--- config.mk ---
export PLATFORM = sky130hd
export DESIGN_NAME = hdmi_frame_capture
export DESIGN_NICKNAME = d
export VERILOG_FILES = /design/src/rtl/hdmi_frame_capture.sv
export SDC_FILE = /design/constraint.sdc
export NUM_CORES = 1
export LEC_CHECK = 0
export CAP_MARGIN = 20
export CORE_ASPECT_RATIO = 1.25
export CORE_MARGIN = 4
export CORE_UTILIZATION = 30
export CTS_BUF_LIST = sky130_fd_sc_hd__clkbuf_4
export CTS_CLUSTER_DIAMETER = 50
export DETAILED_ROUTE_END_ITERATION = 8
export PLACE_DENSITY_LB_ADDON = 0.05
export SLEW_MARGIN = 40
export SYNTH_ARGS = -nofsm -noshare
export SYNTH_HDL_FRONTEND = slang
export SYNTH_SLANG_ARGS = --single-unit
--- constraint.sdc ---
create_clock -name PIXCLK -period 2.9 [get_ports PIXCLK]
set_input_delay 0.29 -clock PIXCLK [delete_from_list [all_inputs] [get_ports PIXCLK]]
set_output_delay 0.29 -clock PIXCLK [all_outputs]
set_load 0.1 [all_outputs]
--- src/rtl/hdmi_frame_capture.sv ---
// hdmi_frame_capture: checks incoming HDMI frame geometry against the configured
// resolution, locks after LOCK_FRAMES consecutive good frames, and then emits a
// qualified pixel stream with X/Y coordinates and frame/line markers.
// Optional statistics counters (FRAME_COUNT, ERR_COUNT) are built when the
// macro HDMI_CAPTURE_STATS_EN is defined.
module hdmi_frame_capture #(
    parameter int H_ACTIVE    = 640,
    parameter int V_ACTIVE    = 480,
    parameter int LOCK_FRAMES = 2,
    parameter int VSYNC_POL   = 1
) (
    input  logic                        PIXCLK,
    input  logic                        RESET,
    input  logic [23:0]                 HDMI_RGB,
    input  logic                        HDMI_DE,
    input  logic                        HDMI_VSYNC,
    output logic [23:0]                 PIX_DATA,
    output logic                        PIX_VALID,
    output logic [$clog2(H_ACTIVE)-1:0] PIX_X,
    output logic [$clog2(V_ACTIVE)-1:0] PIX_Y,
    output logic                        FRAME_START,
    output logic                        LINE_END,
    output logic                        LOCKED,
    output logic                        FRAME_ERR
`ifdef HDMI_CAPTURE_STATS_EN
    ,
    output logic [15:0]                 FRAME_COUNT,
    output logic [7:0]                  ERR_COUNT
`endif
);

    localparam int XW  = $clog2(H_ACTIVE);
    localparam int YW  = $clog2(V_ACTIVE);
    localparam int PCW = $clog2(H_ACTIVE + 2);
    localparam int LCW = $clog2(V_ACTIVE + 2);
    localparam int GCW = $clog2(LOCK_FRAMES + 1);

    typedef enum logic [1:0] {
        ST_UNLOCKED,
        ST_MEASURE,
        ST_LOCKED
    } state_t;

    logic [23:0]    rgb_s1_q, rgb_s1_d;
    logic           de_s1_q, de_s1_d, de_s2_q, de_s2_d;
    logic           vs_s1_q, vs_s1_d, vs_s2_q, vs_s2_d;
    state_t         state_q, state_d;
    logic [GCW-1:0] good_cnt_q, good_cnt_d;
    logic [PCW-1:0] pix_cnt_q, pix_cnt_d;
    logic [LCW-1:0] line_cnt_q, line_cnt_d;
    logic           line_bad_q, line_bad_d;
    logic [23:0]    pix_data_q, pix_data_d;
    logic           pix_valid_q, pix_valid_d;
    logic [XW-1:0]  pix_x_q, pix_x_d;
    logic [YW-1:0]  pix_y_q, pix_y_d;
    logic           frame_start_q, frame_start_d;
    logic           line_end_q, line_end_d;
    logic           frame_err_q, frame_err_d;
    logic           de_fall, vs_lead, frame_good;

    // Input stage: two register stages; edges are found between s1 and s2.
    always_ff @(posedge PIXCLK) begin
        if (RESET) begin
            rgb_s1_q <= '0;
            de_s1_q  <= 1'b0;
            de_s2_q  <= 1'b0;
            vs_s1_q  <= 1'b0;
            vs_s2_q  <= 1'b0;
        end else begin
            rgb_s1_q <= rgb_s1_d;
            de_s1_q  <= de_s1_d;
            de_s2_q  <= de_s2_d;
            vs_s1_q  <= vs_s1_d;
            vs_s2_q  <= vs_s2_d;
        end
    end

    // Lock state, geometry counters and registered pixel outputs.
    always_ff @(posedge PIXCLK) begin
        if (RESET) begin
            state_q       <= ST_UNLOCKED;
            good_cnt_q    <= '0;
            pix_cnt_q     <= '0;
            line_cnt_q    <= '0;
            line_bad_q    <= 1'b0;
            pix_data_q    <= '0;
            pix_valid_q   <= 1'b0;
            pix_x_q       <= '0;
            pix_y_q       <= '0;
            frame_start_q <= 1'b0;
            line_end_q    <= 1'b0;
            frame_err_q   <= 1'b0;
        end else begin
            state_q       <= state_d;
            good_cnt_q    <= good_cnt_d;
            pix_cnt_q     <= pix_cnt_d;
            line_cnt_q    <= line_cnt_d;
            line_bad_q    <= line_bad_d;
            pix_data_q    <= pix_data_d;
            pix_valid_q   <= pix_valid_d;
            pix_x_q       <= pix_x_d;
            pix_y_q       <= pix_y_d;
            frame_start_q <= frame_start_d;
            line_end_q    <= line_end_d;
            frame_err_q   <= frame_err_d;
        end
    end

    // Next-state: line/frame accounting, lock FSM and pixel qualification.
    always_comb begin
        rgb_s1_d   = HDMI_RGB;
        de_s1_d    = HDMI_DE;
        vs_s1_d    = HDMI_VSYNC;
        de_s2_d    = de_s1_q;
        vs_s2_d    = vs_s1_q;
        state_d    = state_q;
        good_cnt_d = good_cnt_q;
        pix_cnt_d  = pix_cnt_q;
        line_cnt_d = line_cnt_q;
        line_bad_d = line_bad_q;
        frame_err_d = 1'b0;

        de_fall = !de_s1_q && de_s2_q;
        vs_lead = (VSYNC_POL != 0) ? (vs_s1_q && !vs_s2_q) : (!vs_s1_q && vs_s2_q);

        pix_data_d    = rgb_s1_q;
        pix_x_d       = pix_cnt_q[XW-1:0];
        pix_y_d       = line_cnt_q[YW-1:0];
        pix_valid_d   = de_s1_q && (state_q == ST_LOCKED) &&
                        (pix_cnt_q < PCW'(H_ACTIVE)) && (line_cnt_q < LCW'(V_ACTIVE));
        frame_start_d = pix_valid_d && (pix_cnt_q == '0) && (line_cnt_q == '0);
        line_end_d    = pix_valid_d && (pix_cnt_q == PCW'(H_ACTIVE - 1));

        if (de_s1_q) begin
            if (pix_cnt_q != PCW'(H_ACTIVE + 1)) begin
                pix_cnt_d = pix_cnt_q + 1'b1;
            end
        end else if (de_fall) begin
            if (pix_cnt_q != PCW'(H_ACTIVE)) begin
                line_bad_d = 1'b1;
            end
            if (line_cnt_q != LCW'(V_ACTIVE + 1)) begin
                line_cnt_d = line_cnt_q + 1'b1;
            end
            pix_cnt_d = '0;
        end

        // A line ending on the same cycle as the VSYNC edge is already folded in here.
        frame_good = (line_cnt_d == LCW'(V_ACTIVE)) && !line_bad_d && !de_s1_q;

        if (vs_lead) begin
            pix_cnt_d  = '0;
            line_cnt_d = '0;
            line_bad_d = 1'b0;
            case (state_q)
                ST_UNLOCKED: begin
                    state_d    = ST_MEASURE;
                    good_cnt_d = '0;
                end
                ST_MEASURE: begin
                    if (frame_good) begin
                        good_cnt_d = good_cnt_q + 1'b1;
                        if (good_cnt_q + 1'b1 == GCW'(LOCK_FRAMES)) begin
                            state_d = ST_LOCKED;
                        end
                    end else begin
                        good_cnt_d = '0;
                    end
                end
                ST_LOCKED: begin
                    if (!frame_good) begin
                        frame_err_d = 1'b1;
                        good_cnt_d  = '0;
                        state_d     = ST_MEASURE;
                    end
                end
                default: state_d = ST_UNLOCKED;
            endcase
        end
    end

    assign PIX_DATA    = pix_data_q;
    assign PIX_VALID   = pix_valid_q;
    assign PIX_X       = pix_x_q;
    assign PIX_Y       = pix_y_q;
    assign FRAME_START = frame_start_q;
    assign LINE_END    = line_end_q;
    assign LOCKED      = (state_q == ST_LOCKED);
    assign FRAME_ERR   = frame_err_q;

`ifdef HDMI_CAPTURE_STATS_EN
    logic [15:0] frame_count_q, frame_count_d;
    logic [7:0]  err_count_q, err_count_d;

    // Statistics next-state: good locked frames (wrapping) and frame errors (saturating).
    always_comb begin
        frame_count_d = frame_count_q;
        err_count_d   = err_count_q;
        if (vs_lead && (state_q == ST_LOCKED) && frame_good) begin
            frame_count_d = frame_count_q + 1'b1;
        end
        if (frame_err_d && (err_count_q != 8'hFF)) begin
            err_count_d = err_count_q + 1'b1;
        end
    end

    // Statistics registers.
    always_ff @(posedge PIXCLK) begin
        if (RESET) begin
            frame_count_q <= '0;
            err_count_q   <= '0;
        end else begin
            frame_count_q <= frame_count_d;
            err_count_q   <= err_count_d;
        end
    end

    assign FRAME_COUNT = frame_count_q;
    assign ERR_COUNT   = err_count_q;
`else
    // Statistics counters are not built in this configuration.
`endif

endmodule

==> results.py, run 1 <==
metrics = {
    "run_status": {
        "status": "finished, final reports clean",
    },
    "yosys": {
        "yosysSeqAreaShare_pct": 57.52,
        "synth_edf_count": 0,
        "ys_types": 44,
        "ys_warn_count": 0,
        "synthesis.area_um2": 3446,
        "syn_area_per_cell_um2": 10.22,
        "ys_ff_latch": 99,
        "synthCells": 337,
        "synth_nets": 372,
        "synthArstFlopShare_pct": 0,
        "synth_flop_cell": "dfxtp_1",
    },
    "setup_path": {
        "critPathRequiredTime_ps": 3210,
        "start_kind": "flip-flop",
        "cp-end-kind": "flip-flop",
        "crit_arrival_ps": 2580,
        "reg2reg_depth": 8,
        "cp_max_fo": 6,
        "path_class": "flip-flop to flip-flop",
    },
    "timing": {
        "period_share_pct": 78.19,
        "fin_worst_skew_ps": 16.54,
        "grt_setup_unrepaired": "false",
        "fmax_ghz": 0.4410,
        "max_slew_margin_pct": 53.59,
        "hold_viol": 0,
        "finalCriticalPeriod_ps": 2268,
        "setup-tns-final_ps": 0,
        "final_max_slew_viol_count": 0,
        "setup_violations": 0,
        "setup_slack_ps": 632.4,
        "worst_slew_pin_slew_ps": 696.2,
    },
    "flow_run": {
        "drv_cap": 0,
    },
    "clocking": {
        "clk_path_buf_depth": 2,
        "post_cts_resized": 0,
        "cts_setup_buffers": 0,
        "clk_pin_slew_ps": 160,
        "clock-sinks": 99,
        "insertion_delay_ps": 450,
        "cts_made_buffers": 9,
        "htree_levels": 3,
        "root_buffer": "clkbuf_4",
        "cts_tree": "built",
        "ctsHoldBuffers": 0,
    },
    "drt": {
        "drc_errors": 0,
        "wl_per_cell_um": 12.64,
        "antenna_left": 0,
        "first_pass_iters": 4,
        "drt-initial-drc-count": 63,
        "vias_per_cell": 4.348,
        "num_vias": 2396,
        "wl_mm": 6.966,
    },
    "cells_and_area": {
        "nets": 446,
        "postLayoutCellArea_um2": 4302,
        "area_delta_synth_final_pct": 24.84,
        "drive_above_1_share_pct": 18.03,
        "fin_cells": 551,
        "fillers": 1165,
        "post-route-util_pct": 38.44,
        "n_antenna_cell": 0,
    },
    "global_routing": {
        "grt_pass1_wl_mm": 11.82,
        "antenna_found_initial": 0,
        "grt_max_degree": 42,
        "grt_use_met2_pct": 17.49,
        "grt_most_used_layer": "met2",
        "met1_usage_pct": 13.94,
        "grt-ovfl-total": 0,
        "groute.usage.overall_pct": 11.17,
        "grt_util_met3_pct": 2.872,
        "grt_pass1_vias": 2360,
    },
    "floorplan": {
        "core-area_um2": 11190,
        "die_y_um": 127.8,
        "initial_core_util_pct": 30.79,
        "ios": 76,
        "placementRows": 43,
        "dieArea_um2": 13280,
        "die_w_um": 103.9,
    },
    "hold_path": {
        "holdPathStages": 2,
        "min_path_type": "primary input to flip-flop",
    },
    "placement": {
        "gp_congestion": 0.7658,
        "detailed_place_hpwl_mm": 4.818,
        "io_buffers": 75,
        "dp.cells": 535,
        "place_ws_ps": 634.3,
        "place_area_um2": 4190,
    },
    "pwr": {
        "p_leak_nw": 1.713,
        "ir_worst_vdd_v": 0.0001673,
        "power_density_nw_per_um2": 530.9,
    },
}
## per-layer routing
layer / up-vias / wire [µm]
met4: 0 / 141
met1: 1071 / 3311
met5: - / 0
li1: 1264 / -
met2: 50 / 3196
met3: 11 / 317
## final cells by class
type | instances | area, µm² | share of cell area, %
clock inverters | 7 | 43.79 | 1.018
inverters | 9 | 33.78 | 0.7853
clock buffers | 9 | 67.56 | 1.571
multi-input cells | 215 | 1365 | 31.73
flip-flops and latches | 99 | 1982 | 46.07
repair buffers | 77 | 640.6 | 14.89
well taps | 135 | 168.9 | 3.927
## where the power goes
part	internal (W)	total, W	switching [W]
clock network	0.000174	0.000630	0.000456
logic	0.0000821	0.000243	0.000161
registers	0.00140	0.00141	0.0000128
total	0.00165	0.00228	0.000630
## state kept, by name, summed over array words and instances, names as in the netlist
name,count
vs_s1_q,1
line_cnt_q,9
FRAME_ERR,1
line_bad_q,1
PIX_VALID,1
vs_s2_q,1
state_q,2
PIX_DATA,24
PIX_X,10
LINE_END,1
de_s2_q,1
pix_cnt_q,10
pix_data_d,24
good_cnt_q,2
PIX_Y,9
de_s1_q,1
FRAME_START,1
## stage by stage
step | hold slack (ps) | total power [W]
floorplan | 413.8 | 0.001610
global placement | 415.8 | 0.001686
detailed placement | 420.4 | 0.001686
CTS | 319.8 | 0.002343
global route | 314.7 | 0.002410
finish | 368.4 | 0.002284
## Yosys cell counts, types with 3 or more instances
library cell	n	area share (%)
nor2b_1	68	12
inv_1	9	0.98
nand3_1	8	1.2
nor2_1	34	3.7
nand4_1	5	0.91
clkbuf_1	9	0.98
xor2_1	7	1.8
or3_1	5	0.91
or2_2	3	0.54
nand2b_1	5	0.91
xnor2_1	4	1.0
nand3b_1	3	0.65
nor3_1	4	0.58
dfxtp_1	99	58
buf_2	4	0.58
o21ai_0	6	0.87
a21oi_1	12	1.7
nand2_1	12	1.3
ha_1	7	2.5
## kinds of logic (layout without fill, tap and decap cells)
kind of cell,count (synthesis),count (layout),synth area share [%]
compound gates,34,34,6.899
xor+xnor,11,11,2.796
fa+ha+maj,7,7,2.542
buf+inv,23,102,2.868
flops,99,99,57.52
mux,2,2,0.6173
simple gates,161,161,26.76
## worst max-delay path: stages (launching register included)
cell,delay [ps]
dfxtp_1,390
inv_1,90
ha_1,160
or4b_4,470
o32ai_4,250
o211ai_2,140
nor4_4,370
a21boi_1,210
nor3_1,50
## path summary, 6_finish.rpt
path                  from       endpoint  slack [ps]
max           pix_cnt_q[0]     state_q[0]         630
min reg2reg  pix_data_d[2]    PIX_DATA[2]         450
max reg2reg   pix_cnt_q[0]     state_q[0]         630
min            HDMI_RGB[5]  pix_data_d[5]         370
## layout by cell type (no fill, tap or decap), types with 3 or more instances in the layout
cell	Yosys	layout
o21ai_0	6	6
nand4_1	5	5
clkinv_2	0	4
nand3b_1	3	3
dfxtp_1	99	99
nand2_1	12	12
buf_4	0	50
ha_1	7	7
nor2b_1	68	68
inv_1	9	9
or2_2	3	3
nand3_1	8	8
a21oi_1	12	12
clkdlybuf4s50_1	0	26
nor2_1	34	34
xor2_1	7	7
nor3_1	4	4
clkbuf_4	0	9
xnor2_1	4	4
nand2b_1	5	5
or3_1	5	5
(Power assumes the default switching activity.)
==> inputs of run 2 (changes only) <==
- clock period: 2.9 -> 2.35 ns (I/O delays scaled with it)
==> results.py, run 2 (same netlist as run 1, synthesis figures left out) <==
metrics = {
    "hold_path": {
        "min_path_type": "primary input to flip-flop",
    },
    "floorplan": {
        "initial_core_util_pct": 30.79,
        "dieArea_um2": 13280,
        "die_y_um": 127.8,
        "placementRows": 43,
        "die_w_um": 103.9,
        "core-area_um2": 11190,
        "ios": 76,
    },
    "clocking": {
        "htree_levels": 3,
        "cts_setup_buffers": 0,
        "ctsHoldBuffers": 0,
        "clock-sinks": 99,
        "root_buffer": "clkbuf_4",
        "cts_made_buffers": 9,
        "post_cts_resized": 0,
        "clk_path_buf_depth": 2,
        "insertion_delay_ps": 440,
        "cts_tree": "built",
        "clk_pin_slew_ps": 150,
    },
    "timing": {
        "grt_setup_unrepaired": "false",
        "final_max_slew_viol_count": 0,
        "setup_slack_ps": 188.0,
        "setup_violations": 0,
        "period_share_pct": 92.00,
        "hold_viol": 0,
        "max_slew_margin_pct": 53.07,
        "fmax_ghz": 0.4625,
        "setup-tns-final_ps": 0,
        "fin_worst_skew_ps": 12.45,
        "worst_slew_pin_slew_ps": 704.0,
        "finalCriticalPeriod_ps": 2162,
    },
    "drt": {
        "wl_mm": 7.326,
        "vias_per_cell": 4.501,
        "num_vias": 2507,
        "drt-initial-drc-count": 88,
        "antenna_left": 0,
        "wl_per_cell_um": 13.15,
        "drc_errors": 0,
        "first_pass_iters": 4,
    },
    "pwr": {
        "ir_worst_vdd_v": 0.0002323,
        "p_leak_nw": 1.772,
        "p_total_w": 0.003037,
        "power_density_nw_per_um2": 690.9,
    },
    "global_routing": {
        "grt_pass1_wl_mm": 12.03,
        "antenna_found_initial": 0,
        "grt_max_degree": 70,
        "grt-ovfl-total": 0,
        "groute.usage.overall_pct": 11.25,
        "grt_pass1_vias": 2427,
    },
    "setup_path": {
        "crit_arrival_ps": 2480,
        "start_kind": "flip-flop",
        "cp_max_fo": 6,
        "slowest_stage": "or4b_4",
        "critPathRequiredTime_ps": 2670,
        "cp-end-kind": "flip-flop",
        "path_class": "flip-flop to flip-flop",
        "cpPeakStageDelay_ps": 470,
        "cp_cell_sequence": "inv_1 -> ha_1 -> or4b_4 -> o32ai_4 -> o211ai_2 -> nor4_4 -> a21boi_1 -> nor3_1",
    },
    "placement": {
        "place_ws_ps": 118.3,
        "detailed_place_hpwl_mm": 5.088,
        "gp_congestion": 0.7801,
        "io_buffers": 75,
    },
    "cells_and_area": {
        "drive_above_1_share_pct": 18.96,
        "area_delta_synth_final_pct": 27.56,
        "nets": 453,
        "mostFrequentLayoutCell": "dfxtp_1",
        "n_antenna_cell": 0,
        "final_cell_mix": "dfxtp_1 (99), nor2b_1 (68), buf_4 (57)",
    },
    "flow_run": {
        "drv_cap": 0,
    },
    "run_status": {
        "status": "finished, final reports clean",
    },
}
-- run 2: changes by cell type in the layout (fill, tap and decap cells not counted), sizes merged --
cell,previous run,this run
buf,51,58
bufinv,0,2
clkbuf,9,10
clkinv,4,2
clkinvlp,2,0
-- run 2: worst paths after layout --
check                 endpoint      startpoint  slack (ps)  depth (start not counted)
setup / recovery    state_q[0]    pix_cnt_q[0]         190                          8
hold / removal        PIX_X[0]           RESET         100                          2
setup reg to reg    state_q[0]    pix_cnt_q[0]         190                          8
hold reg to reg   PIX_DATA[10]  pix_data_d[10]         450                          1
-- run 2: through the flow --
stage / hold slack [ps] / utilization [%] / cells / cell area [µm²]
6_report: 97.12 / 39.28 / 557 / 4395
3_5_place_dp: 423.4 / 37.91 / 542 / 4243
2_1_floorplan: 363.2 / - / 337 / 3446
5_1_grt: 94.84 / 39.28 / 557 / 4395
3_3_place_gp: 415.1 / 37.91 / 542 / 4243
4_1_cts: 85.03 / 39.28 / 557 / 4395
-- run 2: cell type report --
type | count | area, µm²
clock buffer | 10 | 75.07
clock inverter | 5 | 77.57
fill | 1165 | 6795
inverter | 9 | 33.78
multi-input combinational | 215 | 1365
sequential | 99 | 1982
tap | 135 | 168.9
timing repair buffer | 84 | 693.2
-- run 2: worst max-delay path: cells and delay by family (launching register included) --
family / cells / cell delay, ps
AND/OR/NAND/NOR: 3 / 810
adder cells (fa/ha/maj): 1 / 150
AO/OA/AOI/OAI: 3 / 600
buffers and inverters: 1 / 100
flip-flops: 1 / 390
-- run 2: layer usage --
metal / vias to the layer above / share of wire [%] / GRT usage [%]
li1: 1273 / - / -
met1: 1152 / 48 / 14.58
met2: 68 / 46 / 17.87
met3: 14 / 4.2 / 2.317
met4: 0 / 2.2 / 5.634
met5: - / 0 / 0
-- run 2: power breakdown --
part / total [W] / internal, W / switching, W
sequential: 0.00174 / 0.00172 / 0.0000149
clock: 0.000993 / 0.000438 / 0.000555
combinational: 0.000304 / 0.000103 / 0.000201
==> inputs of run 3 (changes only) <==
- CORE_UTILIZATION: 30 -> 25
- RECOVER_POWER: not set -> 25
==> results.py, run 3 (same netlist as run 1, synthesis figures left out) <==
metrics = {
    "run_status": {
        "status": "finished, final reports clean",
    },
    "global_routing": {
        "groute.usage.overall_pct": 10.07,
        "grt_pass1_vias": 2354,
        "grt-ovfl-total": 0,
        "grt_pass1_wl_mm": 12.39,
        "grt_max_degree": 70,
        "antenna_found_initial": 1,
    },
    "drt": {
        "wl_mm": 7.695,
        "wl_per_cell_um": 12.83,
        "drc_errors": 0,
        "drt-initial-drc-count": 88,
        "num_vias": 2421,
        "vias_per_cell": 4.035,
        "first_pass_iters": 4,
        "antenna_left": 0,
    },
    "clocking": {
        "htree_levels": 3,
        "clock-sinks": 99,
        "root_buffer": "clkbuf_4",
        "clk_path_buf_depth": 2,
        "cts_tree": "built",
        "insertion_delay_ps": 460,
        "clk_pin_slew_ps": 150,
        "cts_made_buffers": 9,
    },
    "setup_path": {
        "critPathRequiredTime_ps": 2690,
        "path_class": "flip-flop to flip-flop",
        "cp-end-kind": "flip-flop",
        "crit_arrival_ps": 2540,
        "reg2reg_depth": 8,
        "crit_start": "pix_cnt_q[0]",
        "r2r_start": "pix_cnt_q[0]",
        "slowest_stage": "or4b_4",
        "cpPeakStageDelay_ps": 470,
        "start_kind": "flip-flop",
        "cp_cell_sequence": "inv_2 -> ha_2 -> or4b_4 -> o32ai_4 -> o211ai_2 -> nor4_4 -> a21boi_1 -> nor3_1",
        "cp_max_fo": 6,
    },
    "pwr": {
        "p_total_w": 0.003051,
        "power_density_nw_per_um2": 680.8,
        "p_leak_nw": 1.780,
        "ir_worst_vdd_v": 0.0002392,
    },
    "timing": {
        "setup_violations": 0,
        "hold_slack_ps": 211.8,
        "final_max_slew_viol_count": 0,
        "worst_slew_pin_slew_ps": 681.3,
        "fin_worst_skew_ps": 16.52,
        "hold_viol": 0,
        "max_slew_margin_pct": 54.58,
        "period_share_pct": 93.54,
        "grt_setup_unrepaired": "false",
        "fmax_ghz": 0.4549,
        "finalCriticalPeriod_ps": 2198,
        "setup-tns-final_ps": 0,
    },
    "cells_and_area": {
        "nets": 458,
        "area_delta_synth_final_pct": 30.03,
        "final_cell_mix": "dfxtp_1 (99), nor2b_1 (68), buf_4 (60)",
        "post-route-util_pct": 33.56,
        "mostFrequentLayoutCell": "dfxtp_1",
        "drive_above_1_share_pct": 19.86,
    },
    "floorplan": {
        "die_y_um": 139.3,
        "ios": 76,
        "placementRows": 47,
        "initial_core_util_pct": 25.81,
        "die_w_um": 113.0,
        "dieArea_um2": 15740,
        "core-area_um2": 13350,
    },
    "placement": {
        "gp_congestion": 0.7953,
        "detailed_place_hpwl_mm": 5.376,
        "io_buffers": 75,
    },
    "hold_path": {
        "min_path_type": "primary input to flip-flop",
        "worstHoldStart": "RESET",
        "holdPathStages": 2,
    },
    "flow_run": {
        "drv_cap": 0,
    },
}
-- run 3: timing repair --
action	in CTS	in global routing
endpoints found under the setup margin	0	3
hold buffers	0	0
resized for setup	0	6
setup buffers	0	2
-- run 3: area by class of cell --
class,instances,area [µm²]
clock buffer,9,67.56
multi-input combinational,215,1368
inverter,9,33.78
sequential,99,1982
clock inverter,7,91.34
fill,1365,8869
antenna,1,2.502
tap,171,214.0
timing repair buffer,89,721.9
-- run 3: path summary, 6_finish.rpt --
path,end,slack (ps)
min reg2reg,PIX_DATA[0],450
max,state_q[0],150
min,PIX_X[1],210
max reg2reg,state_q[0],150
-- run 3: report_power, final --
part           internal [W]  leakage [nW]  switching (W)
registers           0.00173         0.809      0.0000136
clock network      0.000428        0.0776       0.000574
logic              0.000105         0.893       0.000205
total               0.00226          1.78       0.000792
-- run 3: layer usage --
metal / global-route usage, % / up-vias / part of all wire, % / wire length [µm]
met4: 4.873 / 0 / 1.9 / 150
met2: 15.73 / 47 / 47 / 3643
met1: 12.42 / 1071 / 45 / 3475
met3: 3.343 / 14 / 5.5 / 427
li1: - / 1289 / - / -
met5: 0 / - / 0 / 0
-- run 3: critical path: cells and delay by family, from the launching register on --
| kind | cells | cell delay, ps |
|---|---|---|
| and+or+nand+nor | 3 | 820 |
| AOI/OAI and AO/OA | 3 | 660 |
| DFF | 1 | 360 |
| adders and majority gates | 1 | 160 |
| buffers and inverters | 1 | 70 |
-- run 3: stage by stage --
step           setup slack, ps  instances  cell area (µm²)
2_1_floorplan            279.4        337             3446
3_3_place_gp             130.6        581             4310
3_5_place_dp             68.67        581             4310
4_1_cts                  35.85        597             4469
5_1_grt                  5.585        600             4481
6_report                 151.8        600             4481
